==> config.mk <==
export PLATFORM = sky130hd
export DESIGN_NAME = lfsr_arbiter_flat
export DESIGN_NICKNAME = d
export VERILOG_FILES = /design/src/rtl/lfsr_arbiter_if.sv /design/src/rtl/lfsr_arbiter.sv /design/src/flat_wrapper.sv
export SDC_FILE = /design/constraint.sdc
export NUM_CORES = 1
export LEC_CHECK = 0
export BUFFER_PORTS_ARGS = -buffer_cell sky130_fd_sc_hd__buf_4
export CAP_MARGIN = 20
export CORE_MARGIN = 3
export CORE_UTILIZATION = 40
export CTS_CLUSTER_SIZE = 20
export DETAILED_ROUTE_END_ITERATION = 6
export MAX_ROUTING_LAYER = met4
export PLACE_DENSITY = 0.7
export SYNTH_ARGS = -nofsm -noshare
export SYNTH_HDL_FRONTEND = slang
export SYNTH_SLANG_ARGS = --single-unit
export TNS_END_PERCENT = 1
==> constraint.sdc <==
create_clock -name clk -period 2.55 [get_ports clk]
set_clock_uncertainty 0.1 [all_clocks]
set_input_delay 0.51 -clock clk [delete_from_list [all_inputs] [get_ports clk]]
set_output_delay 0.51 -clock clk [all_outputs]
set_load 0.02 [all_outputs]
==> src/rtl/lfsr_arbiter_if.sv <==
// Handshake bundle between the LFSR burst arbiter and its two requesters.
// slave = arbiter side, master = requester/stimulus side.
interface lfsr_arbiter_if;
  logic [1:0] req;
  logic [3:0] len0;
  logic [3:0] len1;
  logic       seed_val;
  logic [7:0] seed;
  logic [1:0] gnt;
  logic [7:0] dout;
  logic       dout_valid;
  logic       dout_ready;
  logic       dout_last;
  logic       busy;

  modport master (
    output req, len0, len1, seed_val, seed, dout_ready,
    input  gnt, dout, dout_valid, dout_last, busy
  );

  modport slave (
    input  req, len0, len1, seed_val, seed, dout_ready,
    output gnt, dout, dout_valid, dout_last, busy
  );
endinterface

==> src/rtl/lfsr_arbiter.sv <==
// Round-robin two-requester arbiter streaming LFSR bursts; first beat one cycle after the IDLE decision.
// Beats hold while dout_ready is low; the LFSR advances only on accepted beats, one IDLE bubble between bursts.
module lfsr_arbiter (
  input  logic           clk,
  input  logic           rst,
  lfsr_arbiter_if.slave  bus
);

  localparam logic [1:0] IDLE   = 2'd0;
  localparam logic [1:0] SEED   = 2'd1;
  localparam logic [1:0] STREAM = 2'd2;

  logic [1:0] state;
  logic [1:0] state_nxt;
  logic [7:0] r;
  logic [7:0] r_nxt;
  logic [4:0] cnt;
  logic       last_srv;
  logic       win;
  logic [3:0] win_len;
  logic [4:0] win_cnt;
  logic       accept;
  logic [1:0] gnt_q;
  logic [7:0] dout_q;
  logic       valid_q;
  logic       last_q;
  logic       busy_q;

  assign r_nxt  = {r[6:0], (r[7] ~^ r[5]) ^ (r[4] ~^ r[3])};
  assign accept = valid_q & bus.dout_ready;

  // Contention goes to whoever was not served last; a lone request wins outright.
  always_comb begin
    win = bus.req[1];
    if (bus.req == 2'b11) begin
      win = ~last_srv;
    end
    win_len = win ? bus.len1 : bus.len0;
    win_cnt = (win_len == 4'd0) ? 5'd16 : {1'b0, win_len};
  end

  always_comb begin
    state_nxt = state;
    case (state)
      IDLE: begin
        if (bus.seed_val) begin
          state_nxt = SEED;
        end else if (bus.req != 2'b00) begin
          state_nxt = STREAM;
        end
      end
      SEED:    state_nxt = IDLE;
      STREAM: begin
        if (accept && (cnt == 5'd1)) begin
          state_nxt = IDLE;
        end
      end
      default: state_nxt = IDLE;
    endcase
  end

  always_ff @(posedge clk or negedge rst) begin
    if (!rst) begin
      state    <= IDLE;
      r        <= 8'h01;
      cnt      <= 5'd0;
      last_srv <= 1'b1;
      gnt_q    <= 2'b00;
      dout_q   <= 8'h00;
      valid_q  <= 1'b0;
      last_q   <= 1'b0;
      busy_q   <= 1'b0;
    end else begin
      state  <= state_nxt;
      busy_q <= (state_nxt != IDLE);
      case (state)
        IDLE: begin
          if (!bus.seed_val && (bus.req != 2'b00)) begin
            gnt_q    <= win ? 2'b10 : 2'b01;
            last_srv <= win;
            cnt      <= win_cnt;
            dout_q   <= r;
            valid_q  <= 1'b1;
            last_q   <= (win_cnt == 5'd1);
          end
        end
        SEED: begin
          // All-zero would lock the XNOR feedback, so it is replaced by 1.
          r <= (bus.seed == 8'h00) ? 8'h01 : bus.seed;
        end
        STREAM: begin
          if (accept) begin
            r   <= r_nxt;
            cnt <= cnt - 5'd1;
            if (cnt == 5'd1) begin
              gnt_q   <= 2'b00;
              dout_q  <= 8'h00;
              valid_q <= 1'b0;
              last_q  <= 1'b0;
            end else begin
              dout_q <= r_nxt;
              last_q <= (cnt == 5'd2);
            end
          end
        end
        default: ;
      endcase
    end
  end

  assign bus.gnt        = gnt_q;
  assign bus.dout       = dout_q;
  assign bus.dout_valid = valid_q;
  assign bus.dout_last  = last_q;
  assign bus.busy       = busy_q;

endmodule

==> src/flat_wrapper.sv <==
// flat-port wrapper written by rule: the top's interface ports become plain ports
module lfsr_arbiter_flat 
  (clk, rst, bus_req, bus_len0, bus_len1, bus_seed_val, bus_seed, bus_dout_ready, bus_gnt, bus_dout, bus_dout_valid, bus_dout_last, bus_busy);
  lfsr_arbiter_if bus_i ();
  input  logic clk;
  input  logic rst;
  input wire logic [$bits(bus_i.req)-1:0] bus_req;
  input wire logic [$bits(bus_i.len0)-1:0] bus_len0;
  input wire logic [$bits(bus_i.len1)-1:0] bus_len1;
  input wire logic [$bits(bus_i.seed_val)-1:0] bus_seed_val;
  input wire logic [$bits(bus_i.seed)-1:0] bus_seed;
  input wire logic [$bits(bus_i.dout_ready)-1:0] bus_dout_ready;
  output wire logic [$bits(bus_i.gnt)-1:0] bus_gnt;
  output wire logic [$bits(bus_i.dout)-1:0] bus_dout;
  output wire logic [$bits(bus_i.dout_valid)-1:0] bus_dout_valid;
  output wire logic [$bits(bus_i.dout_last)-1:0] bus_dout_last;
  output wire logic [$bits(bus_i.busy)-1:0] bus_busy;
  assign bus_i.req = bus_req;
  assign bus_i.len0 = bus_len0;
  assign bus_i.len1 = bus_len1;
  assign bus_i.seed_val = bus_seed_val;
  assign bus_i.seed = bus_seed;
  assign bus_i.dout_ready = bus_dout_ready;
  assign bus_gnt = bus_i.gnt;
  assign bus_dout = bus_i.dout;
  assign bus_dout_valid = bus_i.dout_valid;
  assign bus_dout_last = bus_i.dout_last;
  assign bus_busy = bus_i.busy;
  lfsr_arbiter u_core (.clk(clk), .rst(rst), .bus(bus_i));
endmodule
======== Yosys cells after proc, flatten, opt, wreduce, memory -nomap -nowiden ========
Cells that the tools add are included.
storage, ports and cells
  register bits ........................... 29
  bits of input ports ..................... 22
  logic and storage cells ................. 68
operators by class
  add/subtract/negate cells ............... 1
  equality and inequality tests ........... 9
  multiplexer cells ....................... 30
  bitwise gates (word level) .............. 5
  reduce and logical (&&, ||, !) cells .... 14
operators with widths
  cell                                                                    count
  8-bit 2-to-1 mux                                                        5
  8-bit case mux with 2 select lines                                      2
  5-bit 2-to-1 mux                                                        3
  2-bit 2-to-1 mux                                                        7
  5-bit by 1-bit equality test with 1-bit output (second input constant)  2
  5-bit case mux with 2 select lines                                      1
  8-bit logical NOT                                                       1
  2-bit case mux with 2 select lines                                      2
  2-bit nonzero test                                                      4
  1-bit 2-to-1 mux                                                        7
  2-bit by 1-bit != test with 1-bit output (second input constant)        3
  5-bit by 2-bit equality test with 1-bit output (second input constant)  1
  5-bit by 1-bit subtractor with 5-bit output (second input constant)     1
  2-bit equality test (second input constant)                             2
  4-bit logical NOT                                                       1
  4-bit 2-to-1 mux                                                        1
  1-bit case mux with 2 select lines                                      2
  2-bit AND reduction                                                     2
  4-bit AND reduction                                                     1
  3-bit AND reduction                                                     1
  2-bit by 1-bit equality test with 1-bit output (second input constant)  1
  1-bit logical AND                                                       2
  2-bit logical NOT                                                       1
  1-bit XNOR                                                              2
  4 further kinds                                                         4

======== Logic depth before layout (Yosys ltp) ========
Gate-level depths: netlist (run 1).
  depth in word-level cells ............... 8
  depth in mapped cells ................... 7

======== Worst setup path before layout (run 1) ========
OpenSTA, ideal clock, no wires.
  path kind ............................... input to register
  start point ............................. in bus_seed_val
  end point ............................... reg u_core.dout_q[6], in the netlist u_core.bus.dout[6]
  setup time .............................. 0.126 ns
  arrival ................................. 1.546 ns
  slack ................................... 0.778 ns
  stages on the path ...................... 5
  path buffers ............................ 2
  cell sequence ........................... or3_4 -> o22a_1 -> buf_6 -> buf_6 -> a221o_1
on the way
  cells in the longest elaborated chain, start to end .. 4
ends and longest elaborated chain
  what                                                RTL line             text
  from (decl)                                         flat_wrapper.sv:10   input wire logic [$bits(bus_i.seed_val)-1:0] bus_seed_val;
  1-bit logical NOT                                   lfsr_arbiter.sv:78   if (!bus.seed_val && (bus.req != 2'b00)) begin
  1-bit logical AND                                   lfsr_arbiter.sv:78
  2-bit by 1-bit != test with 1-bit output (no line)  -
  3-bit AND reduction (no line)                       -
  to (signal assigned)                                lfsr_arbiter.sv:82   dout_q <= r;
  to (signal assigned)                                lfsr_arbiter.sv:101  dout_q <= r_nxt;
  to (decl)                                           lfsr_arbiter.sv:24   logic [7:0] dout_q;
Every way passes these cells.
A chain may end at the register's enable or synchronous reset.

======== Worst setup path after layout (run 1) ========
  start point ............................. reg u_core.state[1]
  end point ............................... reg u_core.r[1]
on the way
  cells in the longest elaborated chain, start to end .. 3
  elaborated cells between the ends (all ways) .. 6
ends and longest elaborated chain
  what                                                                                             RTL line            text
  from (decl)                                                                                      lfsr_arbiter.sv:13  logic [1:0] state;
  from (signal assigned)                                                                           lfsr_arbiter.sv:74  state <= state_nxt;
  2-bit equality test / 2-bit by 1-bit equality test with 1-bit output (equally long branches)     lfsr_arbiter.sv:76  case (state)
  2-bit by 1-bit != test with 1-bit output (no line) / 2-bit nonzero test (equally long branches)  -
  2-bit AND reduction (no line)                                                                    -
  to (signal assigned)                                                                             lfsr_arbiter.sv:89  r <= (bus.seed == 8'h00) ? 8'h01 : bus.seed;
  to (signal assigned)                                                                             lfsr_arbiter.sv:93  r <= r_nxt;
  to (decl)                                                                                        lfsr_arbiter.sv:15  logic [7:0] r;
Several ways; a longest one is shown, not always the timed one.

==> summary.md, run 1 <==
| Metric | Value |
|---|---|
| # hold bufs at CTS | `0` |
| Fmax | `slightly above 500 MHz` |
| Syn Std Cell Area | `between 1500 and 2000 um^2` |
| Final worst path period need | `roughly 2 ns` |
| Number of global-route vias before repair | `1273` |
| Synth Area in Simple Gates | `14.8%` |
| Reg2Reg Setup Slack | `roughly 0.57 ns` |
| Core area | `approximately 3500 um^2` |
| Kind of critical path | `reg2reg` |
| Final period utilization | `approximately 78%` |
| 1st-pass router iterations | `4` |
| Crit path buffers/inverters | `1` |
| Antenna violations before repair | `0` |
| Gr usage total | `a little under a fifth` |
| Total gr overflow | `0` |
| Layout cell share with drive strength beyond 1 | `between 30% and 40%` |
| Antenna diode count | `0` |
| Starting Density | `~44%` |
| Post-Synth Adder-Cell Area | `approximately 2.5%` |
| Outcome | `finished, final reports clean` |
| Final non-filler cell area | `about 1900 um^2` |
| Finished Layout Cells | `229` |
| Top fanout value on the critical path | `16` |
| PwrDens | `between 900 and 1000 nW/um^2` |
| Hold slack | `~0.05 ns` |
| Number of library cell types mapped by synthesis | `41` |
| Max-capacitance violation count | `0` |
| DIE HEIGHT | `a little under 70 um` |
| Multi-input gate area | `approximately 740 um^2` |
| Worst rel slew slack | `approximately a third` |
| Mapped Cells | `~140` |
| Final HPWL DP | `2650 um` |
| Sequential area share after synthesis | `a little under half` |
| Crit path max-delay family | `compound AO/OA/AOI/OAI gates` |
| Starting DRC count in detailed routing | `~110` |
| Yosys Warn Count | `0` |
| Number of synthesized flops with an enable pin | `0` |
| Crit end category | `flop` |
| Post-synth net total | `169` |
| Main flop type after synthesis | `dfrtp_1` |
| Core Rows | `21` |
| CP max-delay cell | `a31oi_1` |
| Xor and xnor area share after synthesis | `1.73%` |
| Max IR drop VDD | `around 0.54 mV` |
| CTS tree | `done` |
| Post-synth top cells | `dfrtp_1, nand2_1, o21ai_0` |
| Clk sink count | `29` |
| Most common cell in the netlist | `dfrtp_1` |
| R2R cell count | `4` |
| Worst-skew pair later-pin latency | `about 0.27 ns` |
| Lkg Pwr | `0.851 nW` |
| Reg-to-reg startpoint | `u_core.state[1]` |
| Critical path startpoint category | `flop` |
| Routed via count | `1274` |
| Worst Max-Slew Pin Slew | `roughly 1.0 ns` |
| Ys async rst share | `between 90% and 100%` |
| Post-layout util | `54.5%` |
| Fill count | `~330` |
| First-pass GRT wire length | `a little over 6000 um` |
| Fin. Hold Viols | `0` |
| Pins Over Slew Limit | `0` |
| Post-synthesis register bit count | `29` |
| Ordered list of cells on the worst path | `nor2b_1 -> buf_4 -> a31oi_1 -> o21ai_0` |
| Routed Wire Length | `around 3600 um` |
| Placed cells | `221` |
| CP required | `about 2.6 ns` |
| I/O Buffers | `34` |
| Layout area overhead | `25.3%` |
| Dpl cell area | `1820 um^2` |
| Cell taking the most area after synthesis | `dfrtp_1` |
| Num CTS Buffers | `5` |
| Complex-gate fraction of the synthesized area | `21.9%` |
| Area contributors post-synth | `dfrtp_1, a221o_1, mux2i_1, dfstp_2, nand2_1` |
| Sequential Area | `roughly 730 um^2` |
| Reg-to-reg critical path endpoint | `u_core.r[1]` |
| Drc violations | `0` |
| Largest net degree at the start of global routing | `30` |
| CP Data Arrival Time | `about 2.0 ns` |
| Worst-case clock buffer depth | `2` |
| Crit path largest cell delay | `around 0.76 ns` |
| Unrepaired setup endpoints after global routing | `false` |
| Die Area | `about 4600 um^2` |
| CTS resizes | `0` |
| Avg WL per Cell | `around 16 um` |
| CTS H-tree lvls | `2` |
| Worst min-delay path class | `in2async` |
| Post-route ant nets | `0` |
| Clock Pin Slew Worst Setup and Hold Paths | `0.06 ns` |
| Mux contribution to synthesized area | `roughly 7.6%` |
| Nets@finish | `207` |
| Top-level I/O count | `35` |
| Placer Congestion | `~0.87` |
| Setup bufs post-CTS | `0` |
| Synth top area share | `between 40% and 50%` |
| Main combinational cell family by area after synthesis | `compound AO/OA/AOI/OAI gates` |
| Final setup fails | `0` |
| Die X-Extent | `between 60 and 70 um` |
| Vias per cell | `between 5 and 6` |
| Syn Area/Cell | `approximately 11 um^2` |
| Root Driver | `clkbuf_8` |
| TNS Setup | `0 ns` |
## layout by cell type (no fill, tap or decap), types with 2 or more instances in the layout
master    instances
xnor2_1           2
clkbuf_8          6
buf_4            38
nand2b_1          2
a21oi_1           5
nor2b_1           2
nor2_1            7
nor3_1            4
mux2i_1           7
o21ai_1           2
clkbuf_1          2
o31ai_1           2
o22a_1            2
and3_1            6
dfrtp_1          27
a22o_1            2
mux2_2            4
nand2_1          14
inv_1             2
nor4_1            3
a31oi_1           2
o21ai_0          10
a221o_1           7
dfstp_2           2
o211ai_1          4
ha_1              3
## routing by layer
metal  GRT usage [%]  share of wire (%)  up-vias
met5               -                  0        -
met4            5.82               0.70        0
met3            4.33                5.7        4
met2            27.5                 48       33
met1            25.2                 45      618
li1                -                  -      619
## worst max-delay path by stage
| stage | startpoint | slack [ns] | end | cells after the start |
|---|---|---|---|---|
| finish | u_core.state[1] | 0.57 | u_core.r[1] | 4 |
| global route | u_core.state[1] | 0.28 | u_core.r[3] | 4 |
| CTS | u_core.state[1] | 0.54 | u_core.r[1] | 4 |
| detailed placement | bus_seed_val | 0.56 | u_core.bus.dout[5] | 4 |
| global placement | bus_seed_val | 0.57 | u_core.bus.dout[1] | 4 |
| floorplan | bus_seed_val | 0.78 | u_core.bus.dout[6] | 5 |
## logic make-up (layout without fill, tap and decap cells)
group                    after synthesis  count (layout)
AO/OA/AOI/OAI                         45              45
XOR/XNOR                               3               3
AND/OR/NAND/NOR                       44              44
flip-flops                            29              29
buffers and inverters                  9              48
adder cells (fa/ha/maj)                3               3
multiplexers                          11              11
## registers in the layout, indices dropped and copies added, names as in the netlist
name	count
u_core.bus.busy	1
u_core.bus.dout_valid	1
u_core.state	2
u_core.r	8
u_core.last_srv	1
u_core.bus.gnt	2
u_core.cnt	5
u_core.bus.dout	8
u_core.bus.dout_last	1
## final cells by class
class | count | share of cell area (%)
Timing Repair Buffer | 38 | 15.0
Clock buffer | 8 | 4.73
Multi-Input combinational cell | 106 | 38.7
Sequential cell | 29 | 38.2
Inverter | 2 | 0.394
Tap cell | 46 | 3.02
## where the power goes
group | internal, W | switching (W) | total (W)
clock network | 0.000220 | 0.000161 | 0.000381
registers | 0.000638 | 0.000161 | 0.000799
logic | 0.000338 | 0.000369 | 0.000707
total | 0.00119 | 0.000692 | 0.00189
## per-stage QoR
step	total power, W	setup slack, ns
2_1_floorplan	0.00125	0.778
3_3_place_gp	0.00150	0.566
3_5_place_dp	0.00151	0.562
4_1_cts	0.00190	0.540
5_1_grt	0.00204	0.279
6_report	0.00189	0.571
(Power assumes the default switching activity.)
==> inputs of run 2 (changes only) <==
Clock period 2.55 ns to 1.95 ns, I/O delays scaled along.
==> run 2 against run 1 <==
Effect of this change: clock-buffer cell count did not move; final cell count rose by 1.3%; final area rose by 1.4%; worst hold slack improved by 0.26 ns; first-iteration DRC count fell by 15%.
==> summary.md, run 2 (same netlist as run 1, synthesis figures left out) <==
| Metric | Value |
|---|---|
| Worst Max-Slew Pin Slew | `0.445 ns (was 1.01 ns)` |
| Avg WL per Cell | `15.2 um (was 15.6 um)` |
| Core area | `3490 um^2 (unchanged)` |
| PwrDens | `1280 nW/um^2 (was 990 nW/um^2)` |
| Top fanout value on the critical path | `10 (was 16)` |
| Critical path startpoint category | `flop (unchanged)` |
| Crit path largest cell delay | `0.42 ns (was 0.76 ns)` |
| Gr usage total | `17.9% (was 18.6%)` |
| Max-capacitance violation count | `0 (unchanged)` |
| Most Crowded Layer GR | `met2 (unchanged)` |
| Sw power | `0.000906 W (was 0.000692 W)` |
| Most frequent cells in the layout | `buf_4, dfrtp_1, nand2_1 (unchanged)` |
| Final HPWL DP | `2550 um (was 2650 um)` |
| CP required | `2.01 ns (was 2.55 ns)` |
| Met2 global-route usage | `27.7% (was 27.5%)` |
| Total gr overflow | `0 (unchanged)` |
| CTS H-tree lvls | `2 (unchanged)` |
| Routed Wire Length | `3520 um (was 3580 um)` |
| Fmax | `569 MHz (was 505 MHz)` |
| CTS tree | `done (unchanged)` |
| Fin. Hold Viols | `0 (unchanged)` |
| Crit path max-delay family | `simple AND/OR/NAND/NOR gates (was compound AO/OA/AOI/OAI gates)` |
| Worst rel slew slack | `70.3% (was 32.6%)` |
| I/O Buffers | `34 (unchanged)` |
| Top-level I/O count | `35 (unchanged)` |
| Fill count | `312 (was 326)` |
| Clk sink count | `29 (unchanged)` |
| Most common cell after layout, fill and taps aside | `buf_4 (unchanged)` |
| Nets@finish | `210 (was 207)` |
| Crit end category | `flop (unchanged)` |
| Die X-Extent | `67.7 um (unchanged)` |
| Setup bufs post-CTS | `0 (unchanged)` |
| DIE HEIGHT | `67.7 um (unchanged)` |
| Lkg Pwr | `0.864 nW (was 0.851 nW)` |
| Largest net degree at the start of global routing | `30 (unchanged)` |
| Worst-skew pair later-pin latency | `0.27 ns (about the same)` |
| Outcome | `finished, final reports clean (unchanged)` |
| Final setup fails | `0 (unchanged)` |
| TNS Setup | `0 ns (unchanged)` |
| Starting Density | `43.5% (unchanged)` |
| CP Data Arrival Time | `1.82 ns (was 1.98 ns)` |
| GRT met3 Usage | `4.99% (was 4.33%)` |
| Final period utilization | `90.1% (was 77.6%)` |
| Clock share of power | `20.1% (was 20.2%)` |
| Starting DRC count in detailed routing | `90 (was 106)` |
| Routed via count | `1272 (was 1274)` |
| Pre-CTS WS | `0.0993 ns (was 0.562 ns)` |
| Net Sw Frac | `36.5% (was 36.7%)` |
| Num CTS Buffers | `5 (unchanged)` |
| Hold slack | `0.313 ns (was 0.0499 ns)` |
| Logic pwr share | `37.6% (was 37.5%)` |
| Post-layout util | `55.3% (was 54.5%)` |
| Die Area | `4580 um^2 (unchanged)` |
| Placed cells | `223 (was 221)` |
| Unrepaired setup endpoints after global routing | `false (unchanged)` |
| Placer Congestion | `0.875 (was 0.870)` |
| 1st-pass router iterations | `4 (unchanged)` |
| Antenna violations before repair | `0 (unchanged)` |
| Ordered list of cells on the worst path | `or3_4 -> o22ai_2 -> nand2b_1 -> a22o_1 (was nor2b_1 -> buf_4 -> a31oi_1 -> o21ai_0)` |
| Antenna diode count | `0 (unchanged)` |
| Layout area overhead | `27.1% (was 25.3%)` |
| Worst-case clock buffer depth | `2 (unchanged)` |
| Worst setup margin | `0.193 ns (was 0.571 ns)` |
| Layout cell share with drive strength beyond 1 | `31.2% (was 30.1%)` |
| First-pass GRT wire length | `5900 um (was 6160 um)` |
| Pins Over Slew Limit | `0 (unchanged)` |
| Internal power | `0.00157 W (was 0.00119 W)` |
| Worst min-delay path class | `in2reg (was in2async)` |
| Vias per cell | `5.48 (was 5.56)` |
| Core Rows | `21 (unchanged)` |
| M1 GR Usage | `22.2% (was 25.2%)` |
| Final worst path period need | `1.76 ns (was 1.98 ns)` |
| CP max-delay cell | `or3_4 (was a31oi_1)` |
| Post-route ant nets | `0 (unchanged)` |
| Root Driver | `clkbuf_8 (unchanged)` |
| Kind of critical path | `reg2reg (unchanged)` |
| Number of global-route vias before repair | `1239 (was 1273)` |
| Max IR drop VDD | `0.531 mV (was 0.537 mV)` |
| Crit path buffers/inverters | `0 (was 1)` |
| Clock Pin Slew Worst Setup and Hold Paths | `0.06 ns (about the same)` |
| Drc violations | `0 (unchanged)` |
| Finished Layout Cells | `232 (was 229)` |
| Sequential power share | `42.3% (about the same)` |
-- run 2: cell count changes in the layout (fill, tap and decap cells not counted) --
cell / previous run / this run
buf_4: 38 / 40
dlygate4sd3_1: 0 / 1
o22a_1: 2 / 1
o22a_2: 0 / 1
-- run 2: power by group through the flow --
stage | clock network (W) | registers [W] | logic, W
floorplan | 0 | 0.00112 | 0.000520
global placement | 0 | 0.00104 | 0.000908
detailed placement | 0 | 0.00105 | 0.000930
CTS | 0.000511 | 0.00104 | 0.000941
global route | 0.000543 | 0.00108 | 0.00104
finish | 0.000499 | 0.00105 | 0.000932
-- run 2: worst paths after layout --
| check | start | endpoint | slack (ns) | depth (start not counted) |
|---|---|---|---|---|
| worst max register to register | u_core.state[1] | u_core.bus.gnt[0] | 0.19 | 4 |
| worst min-delay path | bus_seed_val | u_core.state[0] | 0.31 | 2 |
| worst max-delay path | u_core.state[1] | u_core.bus.gnt[0] | 0.19 | 4 |
| max in group asynchronous | rst | u_core.r[0] | 0.95 | 2 |
| min in group asynchronous | rst | u_core.bus.gnt[1] | 0.48 | 2 |
| worst min register to register | u_core.r[0] | u_core.r[0] | 0.40 | 2 |
-- run 2: what timing repair did --
| item | CTS | global route |
|---|---|---|
| hold buffers | 1 | 0 |
| gates resized for setup | 0 | 1 |
| setup endpoints to repair | 0 | 1 |
| hold endpoints to repair | 27 | 0 |
-- run 2: per-stage QoR --
stage / cell area, um^2 / total power, W
after floorplan: 1520 / 0.00164
after global placement: 1830 / 0.00195
after detailed placement: 1830 / 0.00198
after CTS: 1930 / 0.00250
after global routing: 1930 / 0.00266
final: 1930 / 0.00248
-- run 2: per-layer routing --
metal | wire length (um) | part of all wire (%)
met5 | 0 | 0
met4 | 17 | 0.48
met3 | 148 | 4.2
met2 | 1700 | 48
met1 | 1660 | 47
-- run 2: final cells by class --
type                       count  area (um^2)  area share (%)
sequential                    29          728            37.7
multi-input combinational    106          738            38.2
inverter                       2         7.51           0.389
timing repair buffer          41          310            16.1
tap                           46         57.6            2.98
clock buffer                   8         90.1            4.66
==> inputs of run 3 (changes only) <==
Settings changed: ABC_AREA set to 1, CORE_UTILIZATION 40 to 54, PLACE_DENSITY 0.7 to 0.87.
==> run 3 against run 2 <==
Effect of this change: fmax increased by 1.9%; worst hold slack got worse by 0.085 ns; largest power group unchanged; utilization increased by 13 points; critical endpoint unchanged; routed wire length decreased by 4.3%; via count increased by 12%; combinational power increased by 12%; synthesized area increased by 6.9%; synthesized cell count increased by 40%; global-route usage increased by 3.1 points; flip-flop and latch count unchanged; power decreased by 1.5%.
==> summary.md, run 3 <==
| Metric | Value |
|---|---|
| Post-synth net total | `227 (was 169)` |
| Lkg Pwr | `0.974 nW (was 0.864 nW)` |
| Main combinational cell family by area after synthesis | `simple AND/OR/NAND/NOR gates (was compound AO/OA/AOI/OAI gates)` |
| Reg2Reg Setup Slack | `0.23 ns (was 0.19 ns)` |
| Starting Density | `57.9% (was 43.5%)` |
| Number of library cell types mapped by synthesis | `33 (was 41)` |
| First-pass GRT wire length | `5500 um (was 5900 um)` |
| Outcome | `finished, final reports clean (unchanged)` |
| Kind of critical path | `reg2reg (unchanged)` |
| Worst-case clock buffer depth | `2 (unchanged)` |
| Pre-CTS WS | `0.243 ns (was 0.0993 ns)` |
| GRT met3 Usage | `4.04% (was 4.99%)` |
| Number of synthesized flops with an enable pin | `0 (unchanged)` |
| Sequential area share after synthesis | `44.8% (was 47.9%)` |
| Most common cell in the netlist | `nand2_1 (was dfrtp_1)` |
| Min-delay src | `bus_seed[4] (was bus_seed_val)` |
| Unrepaired setup endpoints after global routing | `false (unchanged)` |
| M1 GR Usage | `28.6% (was 22.2%)` |
| Post-synth top cells | `nand2_1, dfrtp_1, nand3_1 (was dfrtp_1, nand2_1, o21ai_0)` |
| Main flop type after synthesis | `dfrtp_1 (unchanged)` |
| Routed Wire Length | `3370 um (was 3520 um)` |
| Drc violations | `0 (unchanged)` |
| Worst-skew pair later-pin latency | `0.33 ns (was 0.27 ns)` |
| Total Power | `0.00244 W (was 0.00248 W)` |
| Num CTS Buffers | `5 (unchanged)` |
| Crit end category | `flop (unchanged)` |
| Met2 global-route usage | `31.0% (was 27.7%)` |
| Layout cell share with drive strength beyond 1 | `24.1% (was 31.2%)` |
| Most frequent cells in the layout | `nand2_1, buf_4, dfrtp_1 (was buf_4, dfrtp_1, nand2_1)` |
| Fmax | `580 MHz (was 569 MHz)` |
| Fin. Hold Viols | `0 (unchanged)` |
| Top-level I/O count | `35 (unchanged)` |
| CTS H-tree lvls | `2 (unchanged)` |
| Setup bufs post-CTS | `0 (unchanged)` |
| Worst setup margin | `0.225 ns (was 0.193 ns)` |
| Root Driver | `clkbuf_4 (was clkbuf_8)` |
| Top fanout value on the critical path | `28 (was 10)` |
| DIE HEIGHT | `60.9 um (was 67.7 um)` |
| TNS Setup | `0 ns (unchanged)` |
| Post-Synth Adder-Cell Area | `2.31% (was 2.47%)` |
| Number of global-route vias before repair | `1251 (was 1239)` |
| Antenna diode count | `0 (unchanged)` |
| Crit path largest cell delay | `0.47 ns (was 0.42 ns)` |
| Finished Layout Cells | `268 (was 232)` |
| CP max-delay cell | `dfrtp_1 (was or3_4)` |
| Synth Area in Simple Gates | `34.4% (was 14.8%)` |
| Placed cells | `259 (was 223)` |
| Antenna violations before repair | `0 (unchanged)` |
| Die Area | `3700 um^2 (was 4580 um^2)` |
| Complex-gate fraction of the synthesized area | `8.85% (was 21.9%)` |
| Max-capacitance violation count | `0 (unchanged)` |
| Final HPWL DP | `2540 um (was 2550 um)` |
| Core area | `2810 um^2 (was 3490 um^2)` |
| Max IR drop VDD | `0.714 mV (was 0.531 mV)` |
| 1st-pass router iterations | `5 (was 4)` |
| Placer Congestion | `0.810 (was 0.875)` |
| Yosys Warn Count | `0 (unchanged)` |
| Post-route ant nets | `0 (unchanged)` |
| I/O Buffers | `34 (unchanged)` |
| Most Crowded Layer GR | `met2 (unchanged)` |
| Critical path startpoint category | `flop (unchanged)` |
| Core Rows | `19 (was 21)` |
| Clock Pin Slew Worst Setup and Hold Paths | `0.09 ns (was 0.06 ns)` |
| Reg-to-reg startpoint | `u_core.state[0] (was u_core.state[1])` |
| Final worst path period need | `1.72 ns (was 1.76 ns)` |
| Ys async rst share | `100% (unchanged)` |
| Nets@finish | `261 (was 210)` |
| Mux contribution to synthesized area | `0% (was 7.57%)` |
| Total gr overflow | `0 (unchanged)` |
| Hold depth | `3 (was 2)` |
| Syn Std Cell Area | `1630 um^2 (was 1520 um^2)` |
| Worst rel slew slack | `75.8% (was 70.3%)` |
| CP required | `2.06 ns (was 2.01 ns)` |
| Worst min-delay path class | `in2reg (unchanged)` |
| Largest net degree at the start of global routing | `30 (unchanged)` |
| PwrDens | `1270 nW/um^2 (was 1280 nW/um^2)` |
| Mapped Cells | `202 (was 144)` |
| Clk sink count | `29 (unchanged)` |
| CTS tree | `done (unchanged)` |
| Cell mode on critical path | `nand2_1` |
| Synth top area share | `41.6% (was 44.4%)` |
| Cell taking the most area after synthesis | `dfrtp_1 (unchanged)` |
| Die X-Extent | `60.9 um (was 67.7 um)` |
| Gr usage total | `21.0% (was 17.9%)` |
| Worst Max-Slew Pin Slew | `0.363 ns (was 0.445 ns)` |
| Crit path buffers/inverters | `0 (unchanged)` |
| Reg-to-reg critical path endpoint | `u_core.bus.gnt[0] (unchanged)` |
| Most common cell after layout, fill and taps aside | `nand2_1 (was buf_4)` |
| Ordered list of cells on the worst path | `nor2_8 -> nand3_4 -> nand2_4 -> nand2_1 -> nand2_1 -> o21ai_0 (was or3_4 -> o22ai_2 -> nand2b_1 -> a22o_1)` |
| Pins Over Slew Limit | `0 (unchanged)` |
| Final period utilization | `88.5% (was 90.1%)` |
| R2R cell count | `6 (was 4)` |
| Area contributors post-synth | `dfrtp_1, nand2_1, nand3_1, nor2_1, dfstp_2 (was dfrtp_1, a221o_1, mux2i_1, dfstp_2, nand2_1)` |
| Xor and xnor area share after synthesis | `2.69% (was 1.73%)` |
| Final setup fails | `0 (unchanged)` |
| Vias per cell | `5.30 (was 5.48)` |
| Layout area overhead | `18.7% (was 27.1%)` |
| CP Data Arrival Time | `1.83 ns (was 1.82 ns)` |
| Routed via count | `1421 (was 1272)` |
| Starting DRC count in detailed routing | `46 (was 90)` |
| Crit path max-delay family | `simple AND/OR/NAND/NOR gates (unchanged)` |
| Post-synthesis register bit count | `29 (unchanged)` |
| Hold Path End | `u_core.r[4] (was u_core.state[0])` |
| Syn Area/Cell | `8.05 um^2 (was 10.6 um^2)` |
| Avg WL per Cell | `12.6 um (was 15.2 um)` |
[run 3: cell types whose count changed after synthesis, sizes merged, moves of 4 or more]
| cell | change |
|---|---|
| nand4 | +7 |
| inv | +13 |
| a221o | -7 |
| mux2 | -4 |
| nand2 | +48 |
| o21ai | -4 |
| and3 | -6 |
| nand3 | +22 |
| mux2i | -7 |
| a31oi | +6 |
| nor2 | +13 |
[run 3: metal layers]
layer	vias up	wire, um	share of wire, %
met5	-	0	0
met2	44	1520	45
met3	8	202	6.0
met1	632	1600	47
li1	737	-	-
met4	0	59	1.7
[run 3: how the worst max path moves through the flow]
stage                          startpoint                   end  slack, ns  cells after the start
after global routing      u_core.state[0]     u_core.bus.gnt[0]       0.09                      6
after global placement    u_core.state[0]  u_core.bus.dout_last       0.31                      6
after detailed placement  u_core.state[0]     u_core.bus.gnt[0]       0.24                      6
after CTS                 u_core.state[0]     u_core.bus.gnt[0]       0.22                      6
after floorplan             u_core.cnt[1]       u_core.bus.busy       0.52                      6
final                     u_core.state[0]     u_core.bus.gnt[0]       0.23                      6
[run 3: timing repair]
item                                   4_1_cts  5_1_grt
endpoints found under the hold margin       27        0
hold buffers                                 1        0
gates resized for setup                      0        0
setup endpoints to repair                    0        0
[run 3: area by class of cell]
| cell class | instances | area (um^2) |
|---|---|---|
| fillers | 237 | 876 |
| multi-input cells | 149 | 785 |
| flip-flops and latches | 29 | 728 |
| repair buffers | 35 | 265 |
| inverters | 16 | 61.3 |
| clock buffers | 6 | 41.3 |
| well taps | 31 | 38.8 |
| clock inverters | 2 | 10.0 |
[run 3: cells by family (layout without fill, tap and decap cells)]
| kind of cell | count (synthesis) | in the layout |
|---|---|---|
| buffers and inverters | 24 | 59 |
| AOI/OAI and AO/OA | 24 | 24 |
| xor gates and xnor gates | 5 | 5 |
| and+or+nand+nor | 117 | 117 |
| adders and majority gates | 3 | 3 |
| DFF | 29 | 29 |
[run 3: through the flow]
stage                     utilization, %  hold slack (ns)  cell area, um^2
after global routing                68.8            0.236             1930
after detailed placement            66.6            0.232             1870
final                               68.8            0.228             1930
after global placement              66.6            0.230             1870
after CTS                           68.8            0.217             1930
after floorplan                        -         -0.00559             1630
[run 3: worst register-to-register path, stage by stage (launching register included)]
cell	delay, ns
dfrtp_1	0.47
nor2_8	0.36
nand3_4	0.15
nand2_4	0.22
nand2_1	0.16
nand2_1	0.08
o21ai_0	0.07
[run 3: report_power, final]
group          internal, W  leakage [nW]  switching [W]  total [W]
combinational     0.000455         0.612       0.000589    0.00104
sequential        0.000835         0.329       0.000218    0.00105
clock             0.000137        0.0320       0.000209   0.000346
total              0.00143         0.974        0.00102    0.00244
